[src/rtl/mem_seq_pkg.sv]
//==============================================================================
// Module      : mem_seq_pkg
// Description : Shared state encoding and default user-address window for
//               the memory access sequencer.
// Revision    : 1.0 - initial release
//==============================================================================
`default_nettype none

package mem_seq_pkg;

    typedef enum logic [1:0] {
        ST_IDLE = 2'd0,
        ST_CHK  = 2'd1,
        ST_ACC  = 2'd2,
        ST_RSP  = 2'd3
    } state_t;

    localparam logic [15:0] c_USR_LO_DEFAULT = 16'h3000;
    localparam logic [15:0] c_USR_HI_DEFAULT = 16'hFDFF;

endpackage

`default_nettype wire

[src/rtl/mem_seq_acv_chk.sv]
//==============================================================================
// Module      : acv_chk
// Description : Flags a user-mode access that falls outside the user window.
// Revision    : 1.0 - initial release
//==============================================================================
`default_nettype none

module acv_chk
    import mem_seq_pkg::*;
#(
    parameter int            AW     = 16,
    parameter logic [AW-1:0] USR_LO = AW'(c_USR_LO_DEFAULT),
    parameter logic [AW-1:0] USR_HI = AW'(c_USR_HI_DEFAULT)
) (
    input  logic          usr,
    input  logic [AW-1:0] addr,
    output logic          acv
);

    assign acv = usr & ((addr < USR_LO) | (addr > USR_HI));

endmodule

`default_nettype wire

[src/rtl/mem_seq.sv]
//==============================================================================
// Module      : mem_seq
// Description : Single-outstanding memory access sequencer with privilege
//               check, minimum-wait qualification and access timeout.
// Revision    : 1.0 - initial release
//==============================================================================
`default_nettype none

module mem_seq
    import mem_seq_pkg::*;
#(
    parameter int            AW       = 16,
    parameter int            DW       = 16,
    parameter int            MIN_WAIT = 0,
    parameter int            TIMEOUT  = 255,
    parameter logic [AW-1:0] USR_LO   = AW'(c_USR_LO_DEFAULT),
    parameter logic [AW-1:0] USR_HI   = AW'(c_USR_HI_DEFAULT)
) (
    input  logic          clk,
    input  logic          rst_n,
    input  logic          req_vld,
    output logic          req_rdy,
    input  logic          req_we,
    input  logic [AW-1:0] req_addr,
    input  logic [DW-1:0] req_wdata,
    input  logic          req_usr,
    output logic          rsp_vld,
    output logic [DW-1:0] rsp_rdata,
    output logic          rsp_acv,
    output logic          rsp_tmo,
    output logic          mem_en,
    output logic          mem_we,
    output logic [AW-1:0] mem_addr,
    output logic [DW-1:0] mem_wdata,
    input  logic [DW-1:0] mem_rdata,
    input  logic          mem_ready
);

    localparam int              c_CW       = $clog2(TIMEOUT + 1);
    localparam logic [c_CW-1:0] c_TMO_LAST = c_CW'(TIMEOUT - 1);
    localparam logic [c_CW-1:0] c_CNT_MAX  = c_CW'(TIMEOUT);

    state_t          r_state;
    state_t          w_next;
    logic            r_we;
    logic            r_usr;
    logic [AW-1:0]   r_addr;
    logic [DW-1:0]   r_wdata;
    logic [DW-1:0]   r_rdata;
    logic            r_acv;
    logic            r_tmo;
    logic [c_CW-1:0] r_cnt;

    logic            w_acv;
    logic            w_wait_ok;
    logic            w_done;
    logic            w_tmo;

    acv_chk #(
        .AW     (AW),
        .USR_LO (USR_LO),
        .USR_HI (USR_HI)
    ) u_acv_chk (
        .usr  (r_usr),
        .addr (r_addr),
        .acv  (w_acv)
    );

    // With no minimum wait the qualification is unconditional; spelling it out
    // avoids a constant unsigned >= 0 comparison.
    generate
        if (MIN_WAIT == 0) begin : g_no_min_wait
            assign w_wait_ok = 1'b1;
        end else begin : g_min_wait
            assign w_wait_ok = (r_cnt >= c_CW'(MIN_WAIT));
        end
    endgenerate

    assign w_done = (r_state == ST_ACC) && mem_ready && w_wait_ok;
    assign w_tmo  = (r_state == ST_ACC) && !w_done && (r_cnt == c_TMO_LAST);

    always_ff @(posedge clk or negedge rst_n) begin
        if (!rst_n) begin
            r_state <= ST_IDLE;
            r_we    <= 1'b0;
            r_usr   <= 1'b0;
            r_addr  <= '0;
            r_wdata <= '0;
            r_rdata <= '0;
            r_acv   <= 1'b0;
            r_tmo   <= 1'b0;
            r_cnt   <= '0;
        end else begin
            r_state <= w_next;
            case (r_state)
                ST_IDLE: begin
                    if (req_vld) begin
                        r_we    <= req_we;
                        r_usr   <= req_usr;
                        r_addr  <= req_addr;
                        r_wdata <= req_wdata;
                    end
                end
                ST_CHK: begin
                    r_cnt   <= '0;
                    r_acv   <= w_acv;
                    r_tmo   <= 1'b0;
                    r_rdata <= '0;
                end
                ST_ACC: begin
                    if (r_cnt != c_CNT_MAX) begin
                        r_cnt <= r_cnt + c_CW'(1);
                    end
                    if (w_done && !r_we) begin
                        r_rdata <= mem_rdata;
                    end
                    r_tmo <= w_tmo;
                end
                default: begin
                    r_acv   <= 1'b0;
                    r_tmo   <= 1'b0;
                    r_rdata <= '0;
                end
            endcase
        end
    end

    // Outputs decode from state so reset silences the memory port immediately.
    always_comb begin
        w_next    = r_state;
        req_rdy   = 1'b0;
        rsp_vld   = 1'b0;
        rsp_rdata = '0;
        rsp_acv   = 1'b0;
        rsp_tmo   = 1'b0;
        mem_en    = 1'b0;
        mem_we    = 1'b0;
        mem_addr  = '0;
        mem_wdata = '0;
        case (r_state)
            ST_IDLE: begin
                req_rdy = 1'b1;
                if (req_vld) begin
                    w_next = ST_CHK;
                end
            end
            ST_CHK: begin
                w_next = w_acv ? ST_RSP : ST_ACC;
            end
            ST_ACC: begin
                mem_en    = 1'b1;
                mem_we    = r_we;
                mem_addr  = r_addr;
                mem_wdata = r_wdata;
                if (w_done || w_tmo) begin
                    w_next = ST_RSP;
                end
            end
            default: begin
                rsp_vld   = 1'b1;
                rsp_rdata = r_rdata;
                rsp_acv   = r_acv;
                rsp_tmo   = r_tmo & ~r_acv;
                w_next    = ST_IDLE;
            end
        endcase
    end

endmodule

`default_nettype wire

[config.mk]
export PLATFORM = sky130hd
export DESIGN_NAME = mem_seq
export DESIGN_NICKNAME = d
export VERILOG_FILES = /design/src/rtl/mem_seq_pkg.sv /design/src/rtl/mem_seq_acv_chk.sv /design/src/rtl/mem_seq.sv
export SDC_FILE = /design/constraint.sdc
export NUM_CORES = 1
export LEC_CHECK = 0
export CAP_MARGIN = 20
export CORE_MARGIN = 4
export CORE_UTILIZATION = 45
export DETAILED_ROUTE_END_ITERATION = 12
export PLACE_DENSITY_LB_ADDON = 0.2
export SYNTH_ARGS = -nofsm -noshare
export SYNTH_HDL_FRONTEND = slang
export SYNTH_SLANG_ARGS = --single-unit
[constraint.sdc]
create_clock -name clk -period 2 [get_ports clk]
set_input_delay 0.2 -clock clk [delete_from_list [all_inputs] [get_ports clk]]
set_output_delay 0.2 -clock clk [all_outputs]
set_load 0.02 [all_outputs]
Word level (Yosys, flattened, before mapping) --
Cells that the tools add are included.
Cells by class: add/subtract/negate cells 1, order comparisons 2, equality and inequality tests 8, muxes and demuxes 19, bitwise logic cells 5, reductions and logical operators 15
Operator list (count):
- 16-bit two-way mux | 4
- 16-bit case mux with 2 select lines | 1
- 16-bit > comparator, second input constant | 1
- 16-bit by 14-bit < comparator with 1-bit output, second input constant | 1
- 8-bit case mux with 2 select lines | 1
- 8-bit by 1-bit adder with 8-bit output, second input constant | 1
- 8-bit == test, second input constant | 1
- 8-bit two-way mux | 1
- 8-bit != test, second input constant | 1
- 2-bit AND reduction | 4
- 1-bit two-way mux | 7
- 2-bit by 1-bit != test with 1-bit output, second input constant | 3
- 2-bit case mux with 3 select lines | 1
- 1-bit logical AND | 4
- 2-bit two-way mux | 2
- 1-bit case mux with 2 select lines | 2
- 3-bit OR reduction | 1
- 1-bit bitwise AND | 2
- 2-bit by 1-bit == test with 1-bit output, second input constant | 1
- 2-bit == test, second input constant | 1
- 1-bit logical NOT | 2
- 2-bit logical NOT | 1
- 2-bit != test, second input constant | 1
- 1-bit inverter | 2
- 4 further kinds | 4
Word-level totals: flip-flop bits (word level) 62, bits of input ports 54

Logic depth before layout (Yosys ltp) --
Gate-level depths: netlist (run 1).
depth in word-level cells 8, depth in mapped cells 8, gate-level depth less buffers 6

Hierarchy --
A second synthesis (run 1) with hierarchy kept.
Unflattened totals: cells, all modules 279, area, all modules 3010.4 µm²
By module, submodules not included:
- mem_seq | instances 1, cells an instance 275, area an instance 2976.6 µm²
- acv_chk | instances 1, cells an instance 4, area an instance 33.8 µm²

Worst setup path after synthesis (run 1) --
No wires, ideal clock.
kind register to register, start reg r_state[0], end reg r_addr[0], setup time 125 ps, arrival time 1640 ps, required time 1875 ps, path slack 235 ps, stages on the path, launching flop included 7, period minus slack after synthesis 1765 ps, cells stage by stage dfrtp_1 > inv_1 > ha_1 > clkbuf_2 > nand2_1 > buf_2 > mux2_2
On the way: cells in the longest elaborated chain, start to end 2
RTL lines:
- start: declaration | line mem_seq.sv:43 | state_t r_state;
- start signal: assignment | line mem_seq.sv:94 | r_state <= w_next;
- 2-bit logical NOT | line mem_seq.sv:95 | case (r_state)
- 2-bit AND reduction (no source line)
- end signal: assignment | line mem_seq.sv:100 | r_addr <= req_addr;
- end: declaration | line mem_seq.sv:47 | logic [AW-1:0] r_addr;
No other way between the ends. A chain may end at the register's enable or synchronous reset.

Worst setup path after layout (run 1) --
start reg r_state[0], end out rsp_tmo
On the way: cells in the longest elaborated chain, start to end 3, elaborated cells between the ends (all ways) 5
RTL lines:
- 2-bit == test (tied with other cells) | line mem_seq.sv:140 | case (r_state)
- 3-bit OR reduction (no source line) (*)
- 1-bit two-way mux (*) | line mem_seq.sv:140
- end: declaration | line mem_seq.sv:30 | output logic rsp_tmo,
Mark *: on every way between the ends. The rest lies on a longest branch, timed or not.

==> impl_metrics.tcl, run 1 <==
set metrics [dict create \
    outcome "finished, final reports clean" \
    grt_pass1_vias 2371 \
    hold_path.class "input port to asynchronous set/reset pin" \
    ys_async_sr_fraction 1.000 \
    synth_edf_count 0 \
    drt_iter0_drc 74 \
    vias 2371 \
    busiest_layer "met2" \
    seqCellArea_um2 1551 \
    hold_ws_ns 0.3532 \
    fmax_ghz 0.5248 \
    rows 29 \
    avgViaCountPerCell 5.002 \
    critPathMaxFanout 19 \
    antennaDiodeCount 0 \
    drv_cap 0 \
    coreArea_um2 6386 \
    synth_warnings 0 \
    fp.dieW_um 89.50 \
    crit_type "flip-flop to primary output" \
    arrival_ns 1.71 \
    grt_max_degree 33 \
    yosysUniqueCellTypes 35 \
    ys_seq_area_frac 0.5190 \
    synth_seq_cells 62 \
    initial_core_util 0.4681 \
    cts_tree "built" \
    ant_nets 0 \
    nets 454 \
    clockRootBuffer "clkbuf_8" \
    clk_pin_slew_ns 0.07 \
    fp.dieH_um 89.50 \
    critPathRequiredTime_ns 1.80 \
    grt_use_met1 0.2412 \
    setup_viol 0 \
    cts_sinks 62 \
    power_density_nw_per_um2 1460 \
    routed_wl_um 7103 \
    drtPass1Iterations 4 \
    drive_gt1_frac 0.2040 \
    drc 0 \
    post_drt_wl_per_cell_um 14.99 \
    grt_setup_unrepaired "no" \
    syn_inst 276 \
    period_needed_ns 1.906 \
    grt_pass1_wl_um 11270 \
    gp_congestion 0.8055 \
    die_area_um2 8010 \
    syn_area_um2 2989 \
    slew_viol_final 0 \
    worstMarginPinSlew_ns 0.4993 \
    grt_use_met2 0.2907 \
    fin_crit_sh 0.9528 \
    tns_ns 0 \
    ir_worst_vdd_mv 0.9735 \
    power.leakage_uw 0.002047 \
    dp_hpwl_um 5209 \
    max_slew_margin 0.6671 \
    clock_latency_ns 0.34 \
    hold_violations 0 \
    htreeDepth 3 \
    io_pins 108 \
    multiInputGateArea_um2 1356 \
    antenna_found_initial 0 \
    synthToLayoutAreaGrowth_pct 47.05 \
    grt_use_met3 0.05622 \
    port-buffer-count 107 \
    skew_ns 0.008908 \
    syn_avg_cell_area_um2 10.83 \
    critPathCaptureType "primary output" \
    gr-total-overflow 0 \
    synth-main-ff-cell "dfrtp_1" \
    cts_buffers 9 \
    grt_usage 0.1857 \
    fill_cells 512 \
    critPathLaunchType "flip-flop" \
    clockBufferDepth 2 \
    syn_nets 337 \
]
==> kinds of logic after synthesis <==
logic type / synth area share
AOI/OAI and AO/OA: 0.07911
xor gates and xnor gates: 0.005861
adders and majority gates: 0.02930
buffers and inverters: 0.03265
DFF: 0.5190
muxes: 0.1356
and+or+nand+nor: 0.1984
==> where the power goes <==
part	internal, uW	switching [uW]	total (uW)
Sequential	1760	319	2080
Combinational	1390	1550	2940
Clock	924	473	1400
Total	4080	2340	6420
==> flip-flops by register name (all words and copies together) (netlist names) <==
name and cells:
r_cnt 8, r_tmo 1, r_wdata 16, r_we 1, r_acv 1, r_usr 1, r_state 2, r_addr 16
r_rdata 16
==> through the flow <==
stage          area [um2]  worst slack (ns)  cells  power [uW]    util
2_1_floorplan        2989            0.2351    276        3953       -
3_3_place_gp         4205            0.1784    458        5220  0.6585
3_5_place_dp         4205            0.1274    458        5314  0.6585
4_1_cts              4404           0.02454    474        6482  0.6897
5_1_grt              4395          0.002904    474        6884  0.6883
6_report             4395           0.09438    474        6420  0.6883
==> cell type report <==
| type | instances | share of cell area |
|---|---|---|
| clock buffer | 12 | 0.03757 |
| sequential | 62 | 0.3530 |
| multi-input combinational | 193 | 0.3086 |
| inverter | 6 | 0.005124 |
| tap | 77 | 0.02192 |
| clock inverter | 3 | 0.02050 |
| timing repair buffer | 121 | 0.2533 |
==> critical path: stages (launching register included) <==
cell and delay [ns]:
dfrtp_1 0.37, buf_4 0.15, ha_1 0.18, buf_4 0.18, and3b_1 0.19, clkdlybuf4s15_1 0.28
==> cell usage after synthesis, types with 2 or more instances <==
library cell / number / area [um2]
nand4_1: 3 / 18.77
and2_1: 50 / 312.8
ha_1: 7 / 87.58
inv_1: 6 / 22.52
nor2_1: 4 / 15.01
o31ai_1: 3 / 22.52
a21oi_1: 3 / 15.01
mux2_2: 36 / 405.4
xor2_1: 2 / 17.52
dfrtp_1: 62 / 1551
nand2_1: 38 / 142.6
nor2b_1: 2 / 12.51
buf_2: 5 / 25.02
o21ai_1: 4 / 20.02
o211ai_1: 2 / 15.01
nand3_1: 6 / 30.03
o21ai_0: 19 / 95.09
clkbuf_1: 7 / 26.28
==> timing repair <==
action	4_1_cts	5_1_grt
hold buffers	1	0
resized for setup	53	41
setup endpoints to repair	53	31
cloned	0	0
buffers inserted	0	0
endpoints found under the hold margin	21	0
==> layer usage <==
layer	routed length, um	part of all wire
met2	3482	0.49
met4	121	0.017
met1	3014	0.42
met3	485	0.068
met5	0	0
==> cell usage in the layout, fill, tap and decap left out, drive strengths merged <==
cell type | netlist | routed
buf | 7 | 14
and3b | 1 | 1
or3 | 1 | 1
nand4 | 4 | 4
nor2 | 4 | 4
dlygate4sd3 | 0 | 1
and4 | 1 | 1
a21oi | 3 | 3
bufinv | 0 | 3
o41ai | 1 | 1
o2111a | 1 | 1
nand3 | 7 | 7
or4 | 1 | 1
o31ai | 3 | 3
nor2b | 2 | 2
o21ai | 24 | 24
nand2 | 38 | 38
dlygate4sd2 | 0 | 24
o2111ai | 1 | 1
or2b | 1 | 1
a211o | 1 | 1
o22ai | 1 | 1
o31a | 1 | 1
clkdlybuf4s50 | 0 | 53
clkdlybuf4s15 | 0 | 18
and2 | 50 | 50
clkbuf | 8 | 23
mux2 | 36 | 36
xor2 | 2 | 2
inv | 6 | 6
o211ai | 2 | 2
dfrtp | 62 | 62
ha | 7 | 7
==> final timing paths <==
check	from	to	slack, ns	depth (start not counted)
setup reg to reg	r_state[1]	r_wdata[6]	0.19	5
setup / recovery	r_state[0]	rsp_tmo	0.09	5
hold / removal	rst_n	r_wdata[9]	0.35	2
max in group asynchronous	rst_n	r_rdata[14]	0.92	3
hold reg to reg	r_rdata[8]	r_rdata[8]	0.48	2
min in group clk	mem_rdata[0]	r_rdata[0]	0.42	3
Note: power is estimated with default switching activity, not from simulation.
==> run 2: changes to the inputs <==
- CAP_MARGIN: 20 -> default
- REMOVE_ABC_BUFFERS: default -> 1
- SETUP_SLACK_MARGIN: default -> 0.3
==> impl_metrics.tcl, run 2 (synthesis results as in run 1) <==
set metrics [dict create \
    cts_buffers 9 \
    outcome "finished, final reports clean" \
    initial_core_util 0.4681 \
    grt_pass1_vias 2507 \
    clk_pin_slew_ns 0.07 \
    hold_violations 0 \
    switching_power_uw 2418 \
    critPathCaptureType "primary output" \
    rows 29 \
    rr_endpoint "r_state[0]" \
    antenna_found_initial 0 \
    drt_iter0_drc 41 \
    vias 2370 \
    nets 457 \
    drc 0 \
    synthToLayoutAreaGrowth_pct 45.00 \
    layout_common_cells "dfrtp_1 (61), clkdlybuf4s50_1 (52), and2_1 (48), nand2_1 (38), mux2_2 (36)" \
    holdPathStages 3 \
    reg_top3 "r_addr: 16 flops, r_rdata: 16 flops, r_wdata: 16 flops" \
    cts_sinks 62 \
    gr-total-overflow 0 \
    antennaDiodeCount 0 \
    min_from "mem_rdata[12]" \
    power.leakage_uw 0.002020 \
    ant_nets 0 \
    clockRootBuffer "clkbuf_8" \
    htreeDepth 3 \
    fmax_ghz 0.5922 \
    period_needed_ns 1.688 \
    coreArea_um2 6386 \
    clockBufferDepth 2 \
    rrSetupSlack_ns 0.32 \
    critPathMaxFanout 25 \
    clockPowerShare 0.171 \
    avgViaCountPerCell 4.958 \
    die_area_um2 8010 \
    port-buffer-count 107 \
    reg2reg_from "r_state[0]" \
    drive_gt1_frac 0.3342 \
    intPower_uw 4005 \
    cts_tree "built" \
    skew_ns 0.008738 \
    post_drt_wl_per_cell_um 14.81 \
    hold_path.class "input port to flip-flop" \
    drv_cap 0 \
    grt_usage 0.1830 \
    grt_setup_unrepaired "yes" \
    drtPass1Iterations 5 \
    grt_max_degree 35 \
    dp_hpwl_um 4978 \
    arrival_ns 1.49 \
    mostFrequentLayoutCell "dfrtp_1" \
    fp.dieW_um 89.50 \
    fin_crit_sh 0.8442 \
    gp_congestion 0.7841 \
    fin_cells 478 \
    crit_type "flip-flop to primary output" \
    routed_wl_um 7081 \
    critPathLaunchType "flip-flop" \
    setup_viol 0 \
    grt_pass1_wl_um 11420 \
    slew_viol_final 0 \
    max_slew_margin 0.5128 \
    worstMarginPinSlew_ns 0.7309 \
    power_density_nw_per_um2 1482 \
    fp.dieH_um 89.50 \
    ir_worst_vdd_mv 0.8940 \
    clock_latency_ns 0.32 \
    p_seq_frac 0.327 \
    total_power_uw 6423 \
    fin_ws_ns 0.3115 \
    p_comb_frac 0.502 \
    post-route-util 0.6787 \
    dp.cells 452 \
    io_pins 108 \
    rr_worst_depth 6 \
    place_ws_ns 0.1161 \
    critPathRequiredTime_ns 1.80 \
    p_sw_frac 0.3765 \
    whs_endpoint "r_rdata[12]" \
]
-- run 2: changes by cell type in the layout (fill, tap and decap cells not counted), sizes merged --
cell,delta
clkinvlp,+1
buf,+52
clkdlybuf4s50,-1
clkdlybuf4s15,-17
dlygate4sd2,-24
clkbuf,-6
bufinv,-2
clkinv,+1
-- run 2: power by group through the flow --
stage          clock, uW  combinational [uW]  sequential [uW]
2_1_floorplan          0                1850             2000
3_3_place_gp           0                3160             2080
3_5_place_dp           0                3210             2120
4_1_cts             1130                2960             2100
5_1_grt             1190                3540             2180
6_report            1100                3220             2100
-- run 2: worst max-delay path by stage --
stage                          start            end  slack (ns)  cells after the start
final                     r_state[0]  mem_wdata[12]        0.31                      5
after global routing      r_state[0]       r_cnt[6]        0.19                      7
after CTS                 r_state[0]   mem_addr[12]        0.30                      5
after detailed placement  r_state[0]  mem_wdata[12]        0.12                      5
after global placement    r_state[0]  mem_wdata[12]        0.14                      5
after floorplan           r_state[0]     r_rdata[0]       -1.12                      5
-- run 2: cell type report --
cell class	instances	area, um2
Clock buffer	13	158.9
Clock inverter	3	42.54
Fill cell	515	2052
Inverter	6	22.52
Multi-Input combinational cell	193	1390
Sequential cell	62	1553
Tap cell	77	96.34
Timing Repair Buffer	124	1071
-- run 2: timing repair --
item                                    in CTS  in global routing
resized for setup                          215                 32
pin swaps                                    0                  0
hold endpoints to repair                    31                  0
hold buffers                                 1                  0
gates cloned                                 0                  1
setup buffers                                3                  5
endpoints found under the setup margin      59                 42
-- run 2: worst max-delay path, cell delays in order, from the launching register on --
cell     delay, ns
dfrtp_1       0.41
inv_2         0.10
ha_4          0.19
buf_12        0.16
and2_1        0.16
buf_4         0.15
-- run 2: metrics by stage --
stage / hold WS, ns / area, um2 / setup TNS (ns)
3_5_place_dp: 0.3086 / 4198 / 0
5_1_grt: 0.4338 / 4334 / 0
3_3_place_gp: 0.3019 / 4198 / 0
2_1_floorplan: -0.09559 / 2914 / -27.09
6_report: 0.4349 / 4334 / 0
4_1_cts: 0.4156 / 4199 / 0
-- run 2: per-layer routing --
metal / global-route usage / vias to the layer above / part of all wire
li1: - / 1174 / -
met1: 0.2296 / 1097 / 0.41
met2: 0.2920 / 86 / 0.48
met3: 0.06544 / 13 / 0.097
met4: 0.06631 / 0 / 0.016
met5: 0 / - / 0
==> run 3: changes to the inputs <==
- CORE_UTILIZATION: 45 -> 40
- clock period: 2 -> 1.45 ns (I/O delays scaled with it)
==> impl_metrics.tcl, run 3 (synthesis results as in run 1) <==
set metrics [dict create \
    outcome "complete, but fails checks" \
    violations "setup timing" \
    clk_pin_slew_ns 0.07 \
    port-buffer-count 107 \
    max_stage_delay_ns 0.40 \
    grt_pass1_vias 2690 \
    max_slew_margin 0.7784 \
    post_drt_wl_per_cell_um 16.43 \
    io_pins 108 \
    dp_hpwl_um 5172 \
    switching_power_uw 4014 \
    hold_path.class "input port to asynchronous set/reset pin" \
    hold_ws_ns 0.2413 \
    critPathCaptureType "flip-flop" \
    rrSetupSlack_ns -0.26 \
    rr_worst_depth 6 \
    tns_ns -15.15 \
    hold_violations 0 \
    drt_iter0_drc 47 \
    vias 2541 \
    grt_setup_unrepaired "yes" \
    setup_viol 111 \
    p_sw_frac 0.3560 \
    rows 31 \
    gr-total-overflow 0 \
    drtPass1Iterations 4 \
    total_power_uw 11270 \
    clockRootBuffer "clkbuf_8" \
    power.leakage_uw 0.002412 \
    avgViaCountPerCell 4.831 \
    htreeDepth 3 \
    p_comb_frac 0.587 \
    reg2reg_from "r_state[0]" \
    clockBufferDepth 2 \
    critPathRequiredTime_ns 1.66 \
    fp.dieW_um 94.45 \
    power_density_nw_per_um2 2138 \
    worstSetupEndpoint "r_state[1]" \
    antennaDiodeCount 0 \
    fin_ws_ns -0.2580 \
    p_seq_frac 0.261 \
    synthToLayoutAreaGrowth_pct 76.43 \
    crit_chain "inv_2, ha_4, buf_6, or2b_4, o22ai_4, mux2_4" \
    routed_wl_um 8643 \
    die_area_um2 8920 \
    grt_pass1_wl_um 13500 \
    startpoint "r_state[0]" \
    arrival_ns 1.92 \
    crit_type "flip-flop to flip-flop" \
    ant_nets 0 \
    clock_latency_ns 0.34 \
    drv_cap 0 \
    fp.dieH_um 94.45 \
    fin_crit_sh 1.178 \
    reg_top3 "r_addr: 16 flops, r_rdata: 16 flops, r_wdata: 16 flops" \
    slew_viol_final 0 \
    worstMarginPinSlew_ns 0.3324 \
    drc 0 \
    grt_usage 0.1946 \
    grt_max_degree 51 \
    fmax_ghz 0.5855 \
    ir_worst_vdd_mv 1.290 \
    nets 483 \
    period_needed_ns 1.708 \
    layout_common_cells "buf_6 (61), dfrtp_1 (61), clkdlybuf4s50_1 (52), and2_4 (40), nand2_1 (36)" \
    drive_gt1_frac 0.4988 \
    cts_buffers 9 \
    skew_ns 0.006925 \
    critPathMaxFanout 4 \
    cts_sinks 62 \
    clockPowerShare 0.151 \
    critPathLaunchType "flip-flop" \
    cpMaxStageDelayCell "dfrtp_1" \
    rr_endpoint "r_state[1]" \
    antenna_found_initial 0 \
    initial_core_util 0.4121 \
    gp_congestion 0.7256 \
    intPower_uw 7261 \
    coreArea_um2 7253 \
    cts_tree "built" \
]
-- run 3: cell types whose count changed in the layout (fill, tap and decap cells not counted), moves of 3 or more --
cell,delta
and2_1,-38
and2_4,+38
buf_12,+3
buf_16,+4
buf_2,-29
buf_4,-9
buf_6,+59
clkbuf_2,-3
mux2_2,-13
mux2_4,+13
o21ai_0,-4
o21ai_1,+3
-- run 3: through the flow --
| stage | cells | cell area, um2 | setup slack, ns | utilization |
|---|---|---|---|---|
| finish | 526 | 5274 | -0.2580 | 0.7271 |
| global route | 526 | 5274 | -0.3017 | 0.7271 |
| CTS | 520 | 4930 | -0.1785 | 0.6797 |
| detailed placement | 494 | 4388 | -0.3120 | 0.6050 |
| global placement | 494 | 4388 | -0.2989 | 0.6050 |
| floorplan | 261 | 2914 | -1.673 | - |
-- run 3: metal layers --
layer | track usage | vias up | share of wire
met2 | 0.3073 | 89 | 0.50
met3 | 0.06454 | 8 | 0.074
met5 | 0 | - | 0
met4 | 0.05776 | 0 | 0.0090
met1 | 0.2551 | 1219 | 0.42
li1 | - | 1225 | -
-- run 3: how the worst min path moves through the flow --
stage	startpoint	endpoint	slack, ns	cells past startpoint
finish	rst_n	r_rdata[8]	0.24	2
global route	rst_n	r_rdata[8]	0.26	2
CTS	rst_n	r_rdata[8]	0.24	2
detailed placement	rst_n	r_cnt[3]	0.07	1
global placement	rst_n	r_cnt[3]	0.06	1
floorplan	rst_n	r_acv	-0.15	0
-- run 3: power by group through the flow --
stage	Sequential (uW)	Combinational, uW	Clock (uW)
detailed placement	2870	4870	0
finish	2950	6620	1710
global placement	2860	4800	0
global route	3040	7080	1830
CTS	2890	5740	1740
floorplan	2760	2550	0
-- run 3: timing repair --
action,4_1_cts,5_1_grt
pin swaps,3,10
cloned,4,4
setup buffers,5,2
setup endpoints to repair,116,116
hold buffers,1,0
hold endpoints to repair,12,0
resized for setup,342,80
-- run 3: final cells by class --
class,count,area [um2]
clock buffer,10,137.6
timing repair buffer,150,1718
sequential,62,1553
fill,530,1979
clock inverter,6,85.08
multi-input combinational,193,1629
inverter,6,27.53
tap,99,123.9
-- run 3: worst max-delay path, delay by kind of cell, from the launching register on --
family                     cells  cell delay (ns)
AOI/OAI and AO/OA              1             0.17
adders and majority gates      1             0.21
buffers and inverters          2             0.20
DFF                            1             0.40
muxes                          1             0.33
and+or+nand+nor                1             0.27
